--- config.mk ---
export PLATFORM = sky130hd
export DESIGN_NAME = fft_stage_sched
export DESIGN_NICKNAME = d
export VERILOG_FILES = /design/src/rtl/fft_stage_sched.sv
export SDC_FILE = /design/constraint.sdc
export NUM_CORES = 1
export LEC_CHECK = 0
export BUFFER_PORTS_ARGS = -buffer_cell sky130_fd_sc_hd__buf_2
export CAP_MARGIN = 30
export CELL_PAD_IN_SITES_DETAIL_PLACEMENT = 1
export CELL_PAD_IN_SITES_GLOBAL_PLACEMENT = 2
export CORE_MARGIN = 4
export CORE_UTILIZATION = 37
export CTS_CLUSTER_SIZE = 24
export DETAILED_ROUTE_END_ITERATION = 7
export GPL_TIMING_DRIVEN = 0
export PLACE_DENSITY = 0.85
export SYNTH_ARGS = -nofsm -noshare
export SYNTH_HDL_FRONTEND = slang
export SYNTH_SLANG_ARGS = --single-unit
--- constraint.sdc ---
create_clock -name clk -period 9.6 [get_ports clk]
set_input_delay 2.88 -clock clk [delete_from_list [all_inputs] [get_ports clk]]
set_output_delay 2.88 -clock clk [all_outputs]
set_load 0.02 [all_outputs]
--- src/rtl/fft_stage_sched.sv ---
// fft_stage_sched: address and strobe scheduler for an in-place radix-2 FFT.
// Sequences sample loading, LOG2N butterfly stages (one butterfly per cycle,
// each stage followed by a BF_LAT-cycle drain), and a one-cycle done pulse.
// Optional feature: define FFT_BITREV_LOAD_EN to write incoming samples at
// bit-reversed addresses (otherwise samples load in natural order).
module fft_stage_sched #(
  parameter int LOG2N  = 11,
  parameter int BF_LAT = 3
) (
  input  logic             clk,
  input  logic             rst,
  input  logic             start,
  input  logic             in_valid,
  output logic             load_we,
  output logic [LOG2N-1:0] load_addr,
  output logic             rd_en,
  output logic [LOG2N-1:0] rd_addr_a,
  output logic [LOG2N-1:0] rd_addr_b,
  output logic [LOG2N-2:0] tw_addr,
  output logic             wr_en,
  output logic [LOG2N-1:0] wr_addr_a,
  output logic [LOG2N-1:0] wr_addr_b,
  output logic [3:0]       stage,
  output logic             busy,
  output logic             done
);

  typedef enum logic [2:0] {
    S_IDLE,
    S_LOAD,
    S_CALC,
    S_DRAIN,
    S_DONE
  } state_t;

  // One in-flight butterfly write-back slot.
  typedef struct packed {
    logic             en;
    logic [LOG2N-1:0] a;
    logic [LOG2N-1:0] b;
  } wb_t;

  localparam logic [2:0] DRAIN_LAST = 3'(BF_LAT - 1);
  localparam logic [3:0] STAGE_LAST = 4'(LOG2N - 1);

  state_t           state_q, state_d;
  logic [LOG2N-1:0] cnt_q, cnt_d;      // sample counter during LOAD
  logic [LOG2N-2:0] j_q, j_d;          // butterfly index within a stage
  logic [2:0]       drain_q, drain_d;  // drain cycle counter
  logic [3:0]       stage_q, stage_d;

  logic [LOG2N-1:0] j_ext, half, pos, addr_a;

  wb_t wb_q [BF_LAT];

  function automatic logic [LOG2N-1:0] bitrev(input logic [LOG2N-1:0] v);
    logic [LOG2N-1:0] r;
    for (int i = 0; i < LOG2N; i++) r[i] = v[LOG2N-1-i];
    return r;
  endfunction

  // Butterfly operand address for the current (stage, j); pos < half, so the
  // b address only sets a bit that is zero in a and can never wrap.
  always_comb begin
    j_ext  = {1'b0, j_q};
    half   = LOG2N'(1) << stage_q;
    pos    = j_ext & (half - LOG2N'(1));
    addr_a = ((j_ext >> stage_q) << (stage_q + 4'd1)) | pos;
  end

  // Next-state and output decode for the scheduler FSM.
  always_comb begin
    // NOTE: every signal gets a default first so no path leaves one unassigned and infers a latch.
    state_d   = state_q;
    cnt_d     = cnt_q;
    j_d       = j_q;
    drain_d   = drain_q;
    stage_d   = stage_q;
    load_we   = 1'b0;
    load_addr = '0;
    rd_en     = 1'b0;
    rd_addr_a = '0;
    rd_addr_b = '0;
    tw_addr   = '0;
    busy      = 1'b1;
    done      = 1'b0;

    unique case (state_q)
      S_IDLE: begin
        busy = 1'b0;
        if (start) begin
          state_d = S_LOAD;
          cnt_d   = '0;
          stage_d = '0;
        end
      end

      S_LOAD: begin
        load_we = in_valid;
`ifdef FFT_BITREV_LOAD_EN
        load_addr = bitrev(cnt_q);
`else
        load_addr = cnt_q;
`endif
        if (in_valid) begin
          cnt_d = cnt_q + LOG2N'(1);
          if (&cnt_q) begin
            state_d = S_CALC;
            j_d     = '0;
            stage_d = '0;
          end
        end
      end

      S_CALC: begin
        rd_en     = 1'b1;
        rd_addr_a = addr_a;
        rd_addr_b = addr_a + half;
        tw_addr   = (LOG2N-1)'(pos << (4'(LOG2N - 1) - stage_q));
        j_d       = j_q + (LOG2N-1)'(1);
        if (&j_q) begin
          state_d = S_DRAIN;
          drain_d = '0;
        end
      end

      S_DRAIN: begin
        drain_d = drain_q + 3'd1;
        if (drain_q == DRAIN_LAST) begin
          if (stage_q == STAGE_LAST) begin
            state_d = S_DONE;
          end else begin
            state_d = S_CALC;
            stage_d = stage_q + 4'd1;
            j_d     = '0;
          end
        end
      end

      S_DONE: begin
        done    = 1'b1;
        state_d = S_IDLE;
        stage_d = '0;
      end

      default: state_d = S_IDLE;
    endcase
  end

  // FSM and counter registers.
  always_ff @(posedge clk) begin
    // NOTE: sequential state uses non-blocking assignments so every register samples pre-edge values.
    if (rst) begin
      state_q <= S_IDLE;
      cnt_q   <= '0;
      j_q     <= '0;
      drain_q <= '0;
      stage_q <= '0;
    end else begin
      state_q <= state_d;
      cnt_q   <= cnt_d;
      j_q     <= j_d;
      drain_q <= drain_d;
      stage_q <= stage_d;
    end
  end

  // Write-back delay line: reads reappear as writes exactly BF_LAT cycles later.
  always_ff @(posedge clk) begin
    if (rst) begin
      // NOTE: this small register array is reset on purpose so an aborted transform leaves no stray writes in flight.
      for (int i = 0; i < BF_LAT; i++) wb_q[i] <= '0;
    end else begin
      wb_q[0] <= '{en: rd_en, a: rd_addr_a, b: rd_addr_b};
      for (int i = 1; i < BF_LAT; i++) wb_q[i] <= wb_q[i-1];
    end
  end

  assign wr_en     = wb_q[BF_LAT-1].en;
  assign wr_addr_a = wb_q[BF_LAT-1].a;
  assign wr_addr_b = wb_q[BF_LAT-1].b;
  assign stage     = stage_q;

endmodule

==> metrics.cfg, run 1 <==
[sta]
fmax_mhz=110.3
fin_crit_sh_pct=94.40
hold_violations=0
max_slew_margin_pct=21.97
setup_viol=0
slew_violations=0
final.setup.tns_ns=0
tightest_slew_ns=1.171
rsz0062_at_grt=no
fin_crit_ns=9.063
finClkSkew_ns=0.01137

[global_routing]
grt_max_degree=20
grtUsageTotal_pct=20.90
grt_pass1_wl_um=29910
grt_pass1_vias=5594
overflow=0
antenna_found_initial=0

[power_and_ir_drop]
seqPwrFrac_pct=40.9
power_uw=1056
p_sw_share_pct=33.26
p_leak_uw=0.003080
p_clk_share_pct=35.9
comb_power_share_pct=23.2
p_int_uw=704.9
power_density_nw_per_um2=153.4
peakVddDrop_uv=97.56
switching_power_uw=351.3

[cells_and_area]
final_cells=1025
drive_above_1_share_pct=18.30
utilization_pct=44.62
n_fill_cell=1921
insertedDiodeCount=0
syn2layout_area_growth_pct=16.44
nNetsFinal=835

[cts]
clockBufferDepth=2
cts_tree=built
cts_htree_levels=3
post_cts_resized=0
cts-root-buf=clkbuf_16
holdBufCountCts=0
clk_pin_slew_ns=0.08
cts_sinks=100
cts_made_buffers=9
clk_latency_ns=0.35
cts_setup_buffers=0

[yosys]
synth_warnings=0
synth_common_cells=100 x dfxtp_1, 97 x nor2_1, 60 x nor2b_1
seq_area_frac_synth_pct=33.86
yosys-top-cells-area=dfxtp_1 34%, nor2b_1 6.3%, nor2_1 6.2%
synthCells=720
synth_top_area_share_pct=33.86
synth_edf_count=0
syn_nets=746
async_flop_share_pct=0
ys_ff_latch=100
synthFlopType=dfxtp_1
synth_most_common_cell=dfxtp_1
syn_avg_cell_area_um2=8.211
synthesis.area_um2=5912
yosys.area.top_type=dfxtp_1
yosysUniqueCellTypes=70

[floorplan]
io_pins=78
die_h_um=134.4
row_count=45
fp.dieW_um=134.4
start_util_pct=38.32
die-area_um2=18060
core_region_area_um2=15430

[route]
dr_total_vias=5494
drtAntennaViolNets=0
wl_um=18990
drtIter0Drc=263
firstDrtPassIters=5
remaining_drc_errors=0
viasPerCell=5.360
wire_per_inst_um=18.52

[worst_setup_path]
start_kind=flip-flop
worstSetupPathType=flip-flop to output port
critPathCaptureType=output port
worstPathArrival_ns=6.18
crit_required_ns=6.72
cp_max_fo=11

[place]
hpwlAfterDp_um=14830
io_buffers=77
gp_congestion=0.9357
dp_cells=1009

[hold_path]
min_path_type=flip-flop to flip-flop

[status]
outcome=finished clean

[job]
drv_cap=0

-- path summary, 6_finish.rpt --
kind	start	end	slack, ns	depth (start not counted)
worst min register to register	wb_q[0][6]	wb_q[0][29]	0.44	1
worst min-delay path	wb_q[0][6]	wb_q[0][29]	0.44	1
worst max register to register	stage[0]	wb_q[0][10]	3.96	16
worst max-delay path	stage[0]	rd_addr_b[8]	0.54	17
-- final cells by class --
| cell class | count | area [um^2] | area share, % |
|---|---|---|---|
| inverter | 30 | 112.6 | 1.636 |
| tap | 211 | 264.0 | 3.835 |
| timing repair buffer | 78 | 390.4 | 5.671 |
| buffer | 66 | 352.8 | 5.125 |
| clock buffer | 9 | 225.2 | 3.272 |
| clock inverter | 7 | 92.59 | 1.345 |
| sequential | 100 | 2002 | 29.08 |
| multi-input combinational | 524 | 3445 | 50.04 |
-- cell families (layout without fill, tap and decap cells) --
group | Yosys count | count (layout) | share of synthesized area [%]
adders and majority gates | 23 | 23 | 4.974
AOI/OAI and AO/OA | 132 | 132 | 16.02
xor gates and xnor gates | 28 | 28 | 4.148
muxes | 32 | 32 | 6.434
DFF | 100 | 100 | 33.86
buffers and inverters | 96 | 190 | 7.873
and+or+nand+nor | 309 | 309 | 26.69
-- stage by stage --
step	area, um^2	setup slack [ns]	hold WS, ns
detailed placement	6566	1.026	0.4239
global route	6884	0.1050	0.4492
global placement	6561	1.029	0.4187
floorplan	5912	1.956	0.4138
finish	6884	0.5372	0.4351
CTS	6884	0.6160	0.4368
-- sequential cells by signal (all words and copies together) (netlist names) --
| name | cells |
|---|---|
| stage | 4 |
| wb_q | 69 |
| state_q | 3 |
| drain_q | 3 |
| cnt_q | 11 |
| j_q | 10 |
-- critical path, stage by stage (launching register included) --
cell and delay, ns:
dfxtp_1 0.45, buf_6 0.18, buf_4 0.19, clkinv_1 0.30, ha_1 0.39, clkbuf_1 0.30
clkbuf_1 0.42, clkbuf_1 0.46, nor2_1 0.14, a21boi_0 0.55, inv_1 0.18, fa_1 0.46
a21o_1 0.17, a21oi_1 0.44, o31ai_1 0.29, o31ai_1 0.35, nor3b_1 0.32, buf_2 0.23
-- power groups by stage --
stage                     Combinational [uW]  Clock (uW)  Sequential (uW)
after floorplan                          164           0              440
after CTS                                245         390              432
after detailed placement                 243           0              442
after global placement                   233           0              441
after global routing                     270         409              433
final                                    245         379              432
-- layout by cell type, fill, tap and decap left out, types with 14 or more instances in the layout --
master / n
xnor2_1: 14
nand3_1: 20
nand2_1: 37
a21oi_1: 24
clkbuf_1: 31
buf_2: 84
dfxtp_1: 100
buf_4: 24
o21ai_0: 24
nor3_1: 16
and2_1: 17
ha_1: 21
mux2i_1: 17
nor2_1: 97
xor2_1: 14
and3_1: 17
nor2b_1: 60
inv_1: 28
-- metal layers --
| metal | vias up | GRT usage [%] | share of wire [%] |
|---|---|---|---|
| met5 | - | 0 | 0 |
| met4 | 0 | 7.636 | 3.1 |
| met3 | 39 | 3.751 | 4.7 |
| met2 | 144 | 35.47 | 48 |
| met1 | 2653 | 26.55 | 45 |
| li1 | 2658 | - | - |
(Power assumes the default switching activity.)
==> inputs of run 2 (changes only) <==
--- a/config.mk
+++ b/config.mk
@@ -10,11 +10,11 @@
 export CELL_PAD_IN_SITES_DETAIL_PLACEMENT = 1
 export CELL_PAD_IN_SITES_GLOBAL_PLACEMENT = 2
 export CORE_MARGIN = 4
-export CORE_UTILIZATION = 37
+export CORE_UTILIZATION = 31
 export CTS_CLUSTER_SIZE = 24
 export DETAILED_ROUTE_END_ITERATION = 7
 export GPL_TIMING_DRIVEN = 0
-export PLACE_DENSITY = 0.85
+export PLACE_DENSITY = 0.76
 export SYNTH_ARGS = -nofsm -noshare
 export SYNTH_HDL_FRONTEND = slang
 export SYNTH_SLANG_ARGS = --single-unit
==> constraint.sdc (replaced) <==
create_clock -name clk -period 7.4 [get_ports clk]
set_input_delay 2.22 -clock clk [delete_from_list [all_inputs] [get_ports clk]]
set_output_delay 2.22 -clock clk [all_outputs]
set_load 0.02 [all_outputs]
==> metrics.cfg, run 2 (same netlist as run 1, synthesis figures left out) <==
[worst_setup_path]
cp_max_fo=10  ; -1
worstPathArrival_ns=4.89  ; -1.29 ns
reg2reg_from=stage[1]
start_kind=flip-flop
worstSetupPathType=flip-flop to output port
critPathCaptureType=output port
crit_start=stage[1]
reg2reg_slack_ns=2.85  ; -1.11 ns
crit_required_ns=5.18  ; -1.54 ns

[global_routing]
grt_max_degree=19  ; -5.0%
grtUsageTotal_pct=18.03  ; -2.9 points
antenna_found_initial=0  ; unchanged
grt_pass1_vias=5706  ; +2.0%
overflow=0  ; unchanged
grt_pass1_wl_um=31090  ; +3.9%

[sta]
whs_ns=0.4343  ; -0.0007360 ns
max_slew_margin_pct=39.83  ; +18 points
slew_violations=0  ; unchanged
final.setup.tns_ns=0  ; unchanged
hold_violations=0  ; unchanged
fin_crit_sh_pct=96.12
setup_viol=0  ; unchanged
finClkSkew_ns=0.01267  ; +0.001303 ns
tightest_slew_ns=0.8965  ; -0.2741 ns
fmax_mhz=140.6
rsz0062_at_grt=no
fin_crit_ns=7.113

[cells_and_area]
insertedDiodeCount=0  ; unchanged
nNetsFinal=833  ; -0.24%
utilization_pct=37.08  ; -7.5 points
largest_register_ffs=69  ; unchanged
final_common_cell=dfxtp_1
top_register=wb_q
drive_above_1_share_pct=20.81  ; +2.5 points
final_cell_mix=99 x dfxtp_1, 97 x nor2_1, 84 x buf_2
top_regs=wb_q: 69 flops, cnt_q: 11 flops, j_q: 10 flops
syn2layout_area_growth_pct=17.33

[route]
remaining_drc_errors=0  ; unchanged
drtIter0Drc=258  ; -1.9%
wl_um=19400  ; +2.2%
viasPerCell=5.267  ; -1.7%
drtAntennaViolNets=0  ; unchanged
wire_per_inst_um=18.54  ; +0.10%
firstDrtPassIters=5  ; unchanged
dr_total_vias=5509  ; +0.27%

[cts]
cts_htree_levels=3  ; unchanged
cts_tree=built
post_cts_resized=13  ; +13
holdBufCountCts=0  ; unchanged
cts_made_buffers=9  ; unchanged
cts_sinks=100  ; unchanged
cts-root-buf=clkbuf_16
clockBufferDepth=2  ; unchanged
cts_setup_buffers=0  ; unchanged
clk_pin_slew_ns=0.08  ; about the same
clk_latency_ns=0.36  ; about the same

[hold_path]
holdCritStartpoint=wb_q[0][26]
min_path_type=flip-flop to flip-flop

[place]
io_buffers=77  ; unchanged
gp_congestion=0.9414  ; +0.61%
hpwlAfterDp_um=15140  ; +2.1%

[power_and_ir_drop]
p_leak_uw=0.003088  ; +0.26%
power_density_nw_per_um2=194.7  ; +27%
peakVddDrop_uv=93.58  ; -4.1%

[floorplan]
die-area_um2=21340  ; +18%
fp.dieW_um=146.1  ; +8.7%
row_count=50  ; +11%
die_h_um=146.1  ; +8.7%
core_region_area_um2=18710  ; +21%
start_util_pct=31.61  ; -6.7 points
io_pins=78  ; unchanged

[status]
outcome=finished clean

[job]
drv_cap=0  ; unchanged

## run 2: cell types whose count changed in the layout (fill, tap and decap cells not counted), sizes merged
cell	before	now
inv	32	31
clkinvlp	0	2
clkinv	4	3
bufinv	1	0
clkbuf	40	41
buf	113	111
## run 2: final cells by class
class                      count  area, um^2
fill                        2264       11770
multi-input combinational    524        3485
sequential                   100        2003
timing repair buffer          78       390.4
buffer                        64       357.8
tap                          234       292.8
clock buffer                  10       239.0
inverter                      30       113.9
clock inverter                 6       55.05
## run 2: final timing paths
kind                   to  depth (start not counted)
min reg2reg   wb_q[0][49]                          1
max reg2reg    wb_q[0][9]                         18
min           wb_q[0][49]                          1
max          rd_addr_b[9]                         19
## run 2: worst max-delay path: stages, from the launching register on
cell and delay, ns:
dfxtp_1 0.46, buf_4 0.24, clkbuf_4 0.24, inv_1 0.11
ha_2 0.43, inv_1 0.16, o211ai_1 0.15, a21oi_2 0.16
or2_2 0.36, a21oi_2 0.26, inv_1 0.08, ha_1 0.33
a21o_1 0.21, a21oi_1 0.25, or2_2 0.17, nor2b_1 0.12
o21ai_1 0.10, and2_1 0.19, o311ai_0 0.31, buf_2 0.23
## run 2: metal layers
layer | vias up | track usage (%) | part of all wire [%]
met5 | - | 0 | 0
met4 | 0 | 6.162 | 2.1
met3 | 28 | 2.452 | 3.6
met2 | 146 | 30.45 | 47
met1 | 2676 | 23.77 | 47
li1 | 2659 | - | -
## run 2: power by group
part | switching (uW) | total (uW) | internal (uW)
clock network | 226 | 470 | 244
registers | 7.52 | 560 | 552
logic | 227 | 320 | 93.1
## run 2: per-stage QoR
step	instances	power (uW)	area [um^2]	setup WS, ns
floorplan	720	783.4	5912	0.4161
global placement	1031	874.7	6590	-0.5895
detailed placement	1032	887.2	6595	-0.6349
CTS	1047	1358	6913	0.04825
global route	1046	1421	6937	0.001287
finish	1046	1350	6937	0.2868
==> inputs of run 3 (changes only) <==
--- a/config.mk
+++ b/config.mk
@@ -5,16 +5,17 @@
 export SDC_FILE = /design/constraint.sdc
 export NUM_CORES = 1
 export LEC_CHECK = 0
+export ABC_AREA = 1
 export BUFFER_PORTS_ARGS = -buffer_cell sky130_fd_sc_hd__buf_2
 export CAP_MARGIN = 30
 export CELL_PAD_IN_SITES_DETAIL_PLACEMENT = 1
 export CELL_PAD_IN_SITES_GLOBAL_PLACEMENT = 2
 export CORE_MARGIN = 4
-export CORE_UTILIZATION = 31
+export CORE_UTILIZATION = 29
 export CTS_CLUSTER_SIZE = 24
 export DETAILED_ROUTE_END_ITERATION = 7
 export GPL_TIMING_DRIVEN = 0
-export PLACE_DENSITY = 0.76
+export PLACE_DENSITY = 0.77
 export SYNTH_ARGS = -nofsm -noshare
 export SYNTH_HDL_FRONTEND = slang
 export SYNTH_SLANG_ARGS = --single-unit
==> metrics.cfg, run 3 <==
[power_and_ir_drop]
switching_power_uw=1533  ; +230%
p_sw_share_pct=53.28  ; +19 points
p_leak_uw=0.003303  ; +6.9%
power_uw=2876  ; +110%
comb_power_share_pct=61.7  ; +38 points
p_int_uw=1344  ; +51%
peakVddDrop_uv=237.8  ; +150%
p_clk_share_pct=16.2  ; -19 points
seqPwrFrac_pct=22.1  ; -19 points
power_density_nw_per_um2=419.3  ; +120%

[yosys]
synthesis.area_um2=5853  ; -0.99%
async_flop_share_pct=0  ; unchanged
synth_warnings=0  ; unchanged
ys_ff_latch=100  ; unchanged
synth_most_common_cell=nand2_1
synth_common_cells=153 x nand2_1, 151 x inv_1, 147 x nor2_1
syn_nets=906  ; +21%
syn_avg_cell_area_um2=6.651  ; -19%
yosysUniqueCellTypes=49  ; -30%
yosys-top-cells-area=dfxtp_1 34%, nand2_1 9.8%, inv_1 9.7%
synthFlopType=dfxtp_1
synthCells=880  ; +22%
yosys.area.top_type=dfxtp_1
seq_area_frac_synth_pct=34.20  ; +0.34 points
synth_edf_count=0  ; unchanged
synth_top_area_share_pct=34.20  ; +0.34 points

[sta]
finClkSkew_ns=0.008424  ; -0.004248 ns
fmax_mhz=145.7  ; +3.7%
tightest_slew_ns=0.7229  ; -0.1736 ns
slew_violations=0  ; unchanged
max_slew_margin_pct=51.63  ; +12 points
final.setup.tns_ns=0  ; unchanged
rsz0062_at_grt=no
hold_violations=0  ; unchanged
setup_viol=0  ; unchanged
fin_crit_sh_pct=92.73  ; -3.4 points
fin_crit_ns=6.862  ; -0.2512 ns

[cells_and_area]
final_cells=1236  ; +18%
drive_above_1_share_pct=18.33  ; -2.5 points
nNetsFinal=992  ; +19%
top_register=wb_q
top_regs=wb_q: 69 flops, cnt_q: 11 flops, j_q: 10 flops
utilization_pct=34.91  ; -2.2 points
syn2layout_area_growth_pct=17.21
largest_register_ffs=69  ; unchanged
insertedDiodeCount=0  ; unchanged
final_common_cell=nand2_1
final_cell_mix=153 x nand2_1, 151 x inv_1, 147 x nor2_1

[cts]
cts_tree=built
cts_htree_levels=3  ; unchanged
clockBufferDepth=2  ; unchanged
cts_sinks=100  ; unchanged
cts_setup_buffers=0  ; unchanged
clk_latency_ns=0.35  ; about the same
cts-root-buf=clkbuf_16
cts_made_buffers=9  ; unchanged
clk_pin_slew_ns=0.07  ; about the same

[route]
drtIter0Drc=257  ; -0.39%
drtAntennaViolNets=0  ; unchanged
wire_per_inst_um=14.09  ; -24%
remaining_drc_errors=0  ; unchanged
firstDrtPassIters=4  ; -1
viasPerCell=4.484  ; -15%
wl_um=17420  ; -10%
dr_total_vias=5542  ; +0.60%

[worst_setup_path]
cp_max_fo=19  ; +9
rr_endpoint=wb_q[0][10]
worstPathArrival_ns=4.64  ; -0.25 ns
critPathCaptureType=output port
reg2reg_slack_ns=3.14  ; +0.29 ns
worstSetupPathType=flip-flop to output port
start_kind=flip-flop
reg2reg_from=stage[0]
rr_worst_depth=19  ; +1
crit_required_ns=5.18  ; about the same

[floorplan]
io_pins=78  ; unchanged
core_region_area_um2=19650  ; +5.1%
die-area_um2=22520  ; +5.5%
row_count=51  ; +2.0%
die_h_um=150.1  ; +2.7%
start_util_pct=29.78  ; -1.8 points
fp.dieW_um=150.1  ; +2.7%

[global_routing]
grt_max_degree=20  ; +1
grt_pass1_vias=5487  ; -3.8%
grtUsageTotal_pct=16.01  ; -2.0 points
overflow=0  ; unchanged
antenna_found_initial=0  ; unchanged
grt_pass1_wl_um=28530  ; -8.2%

[place]
gp_congestion=0.8377  ; -11%
dp_cells=1222  ; +18%
io_buffers=77  ; unchanged
hpwlAfterDp_um=14370  ; -5.1%

[status]
outcome=finished clean

[hold_path]
hold_depth=2  ; +1
min_path_type=flip-flop to flip-flop
min_to=wb_q[0][34]
holdCritStartpoint=wb_q[0][11]

[job]
drv_cap=0  ; unchanged

## run 3: logic make-up after synthesis
logic type                 count (synthesis)  share of synthesized area (%)
AOI/OAI and AO/OA                        110                          10.90
DFF                                      100                          34.20
xor gates and xnor gates                   6                          1.026
buffers and inverters                    213                          15.65
muxes                                      1                         0.1710
adders and majority gates                 22                          4.831
and+or+nand+nor                          428                          33.22
## run 3: routing by layer
| layer | vias up | wire length (um) | track usage (%) |
|---|---|---|---|
| li1 | 2898 | - | - |
| met3 | 19 | 445 | 1.938 |
| met1 | 2549 | 8668 | 21.93 |
| met4 | 0 | 346 | 4.895 |
| met5 | - | 0 | 0 |
| met2 | 76 | 7955 | 26.36 |
## run 3: cell type report
cell class	instances	area, um^2
clock buffers	9	225.2
clock inverters	7	71.32
plain buffers	46	289.0
well taps	265	331.6
flip-flops and latches	100	2003
repair buffers	77	385.4
fillers	2604	12790
multi-input cells	567	2935
inverters	165	619.3
## run 3: how the worst max path moves through the flow
stage	start	end	slack (ns)	cells past startpoint
finish	stage[0]	rd_addr_b[10]	0.54	19
global route	stage[0]	rd_addr_b[10]	0.1	19
CTS	stage[0]	rd_addr_b[10]	0.29	20
detailed placement	stage[0]	rd_addr_b[10]	0.24	21
global placement	stage[0]	rd_addr_b[10]	0.20	21
floorplan	stage[0]	rd_addr_b[7]	1.43	20
## run 3: critical path, stage by stage (launching register included)
cell and delay, ns:
dfxtp_2 0.46, inv_2 0.10, buf_6 0.18, buf_2 0.21, ha_1 0.49, inv_1 0.16, clkbuf_1 0.27, clkbuf_1 0.27
o211ai_1 0.30, o211ai_1 0.13, nor2_1 0.31, inv_1 0.10, ha_1 0.34, inv_1 0.07, nor3_1 0.27, nand3_1 0.14
nand4_1 0.11, nand3_1 0.13, inv_1 0.08, buf_2 0.16
## run 3: power by group through the flow
stage               Combinational [uW]  Sequential, uW  Clock [uW]
finish                            1780             636         465
global placement                  1780             646           0
CTS                               1800             637         481
detailed placement                1790             649           0
global route                      2010             645         508
floorplan                         1260             647           0
## run 3: per-stage QoR
stage	hold slack, ns	area [um^2]	setup WS [ns]
2_1_floorplan	0.3883	5853	1.433
3_3_place_gp	0.3908	6570	0.1959
3_5_place_dp	0.3949	6570	0.2395
4_1_cts	0.3975	6864	0.2903
5_1_grt	0.4124	6860	0.09952
6_report	0.3969	6860	0.5380
## run 3: what timing repair did
item / 4_1_cts / 5_1_grt
setup endpoints to repair: 1 / 1
gates resized for setup: 1 / 0
hold buffers: 0 / 0
cloned: 0 / 0
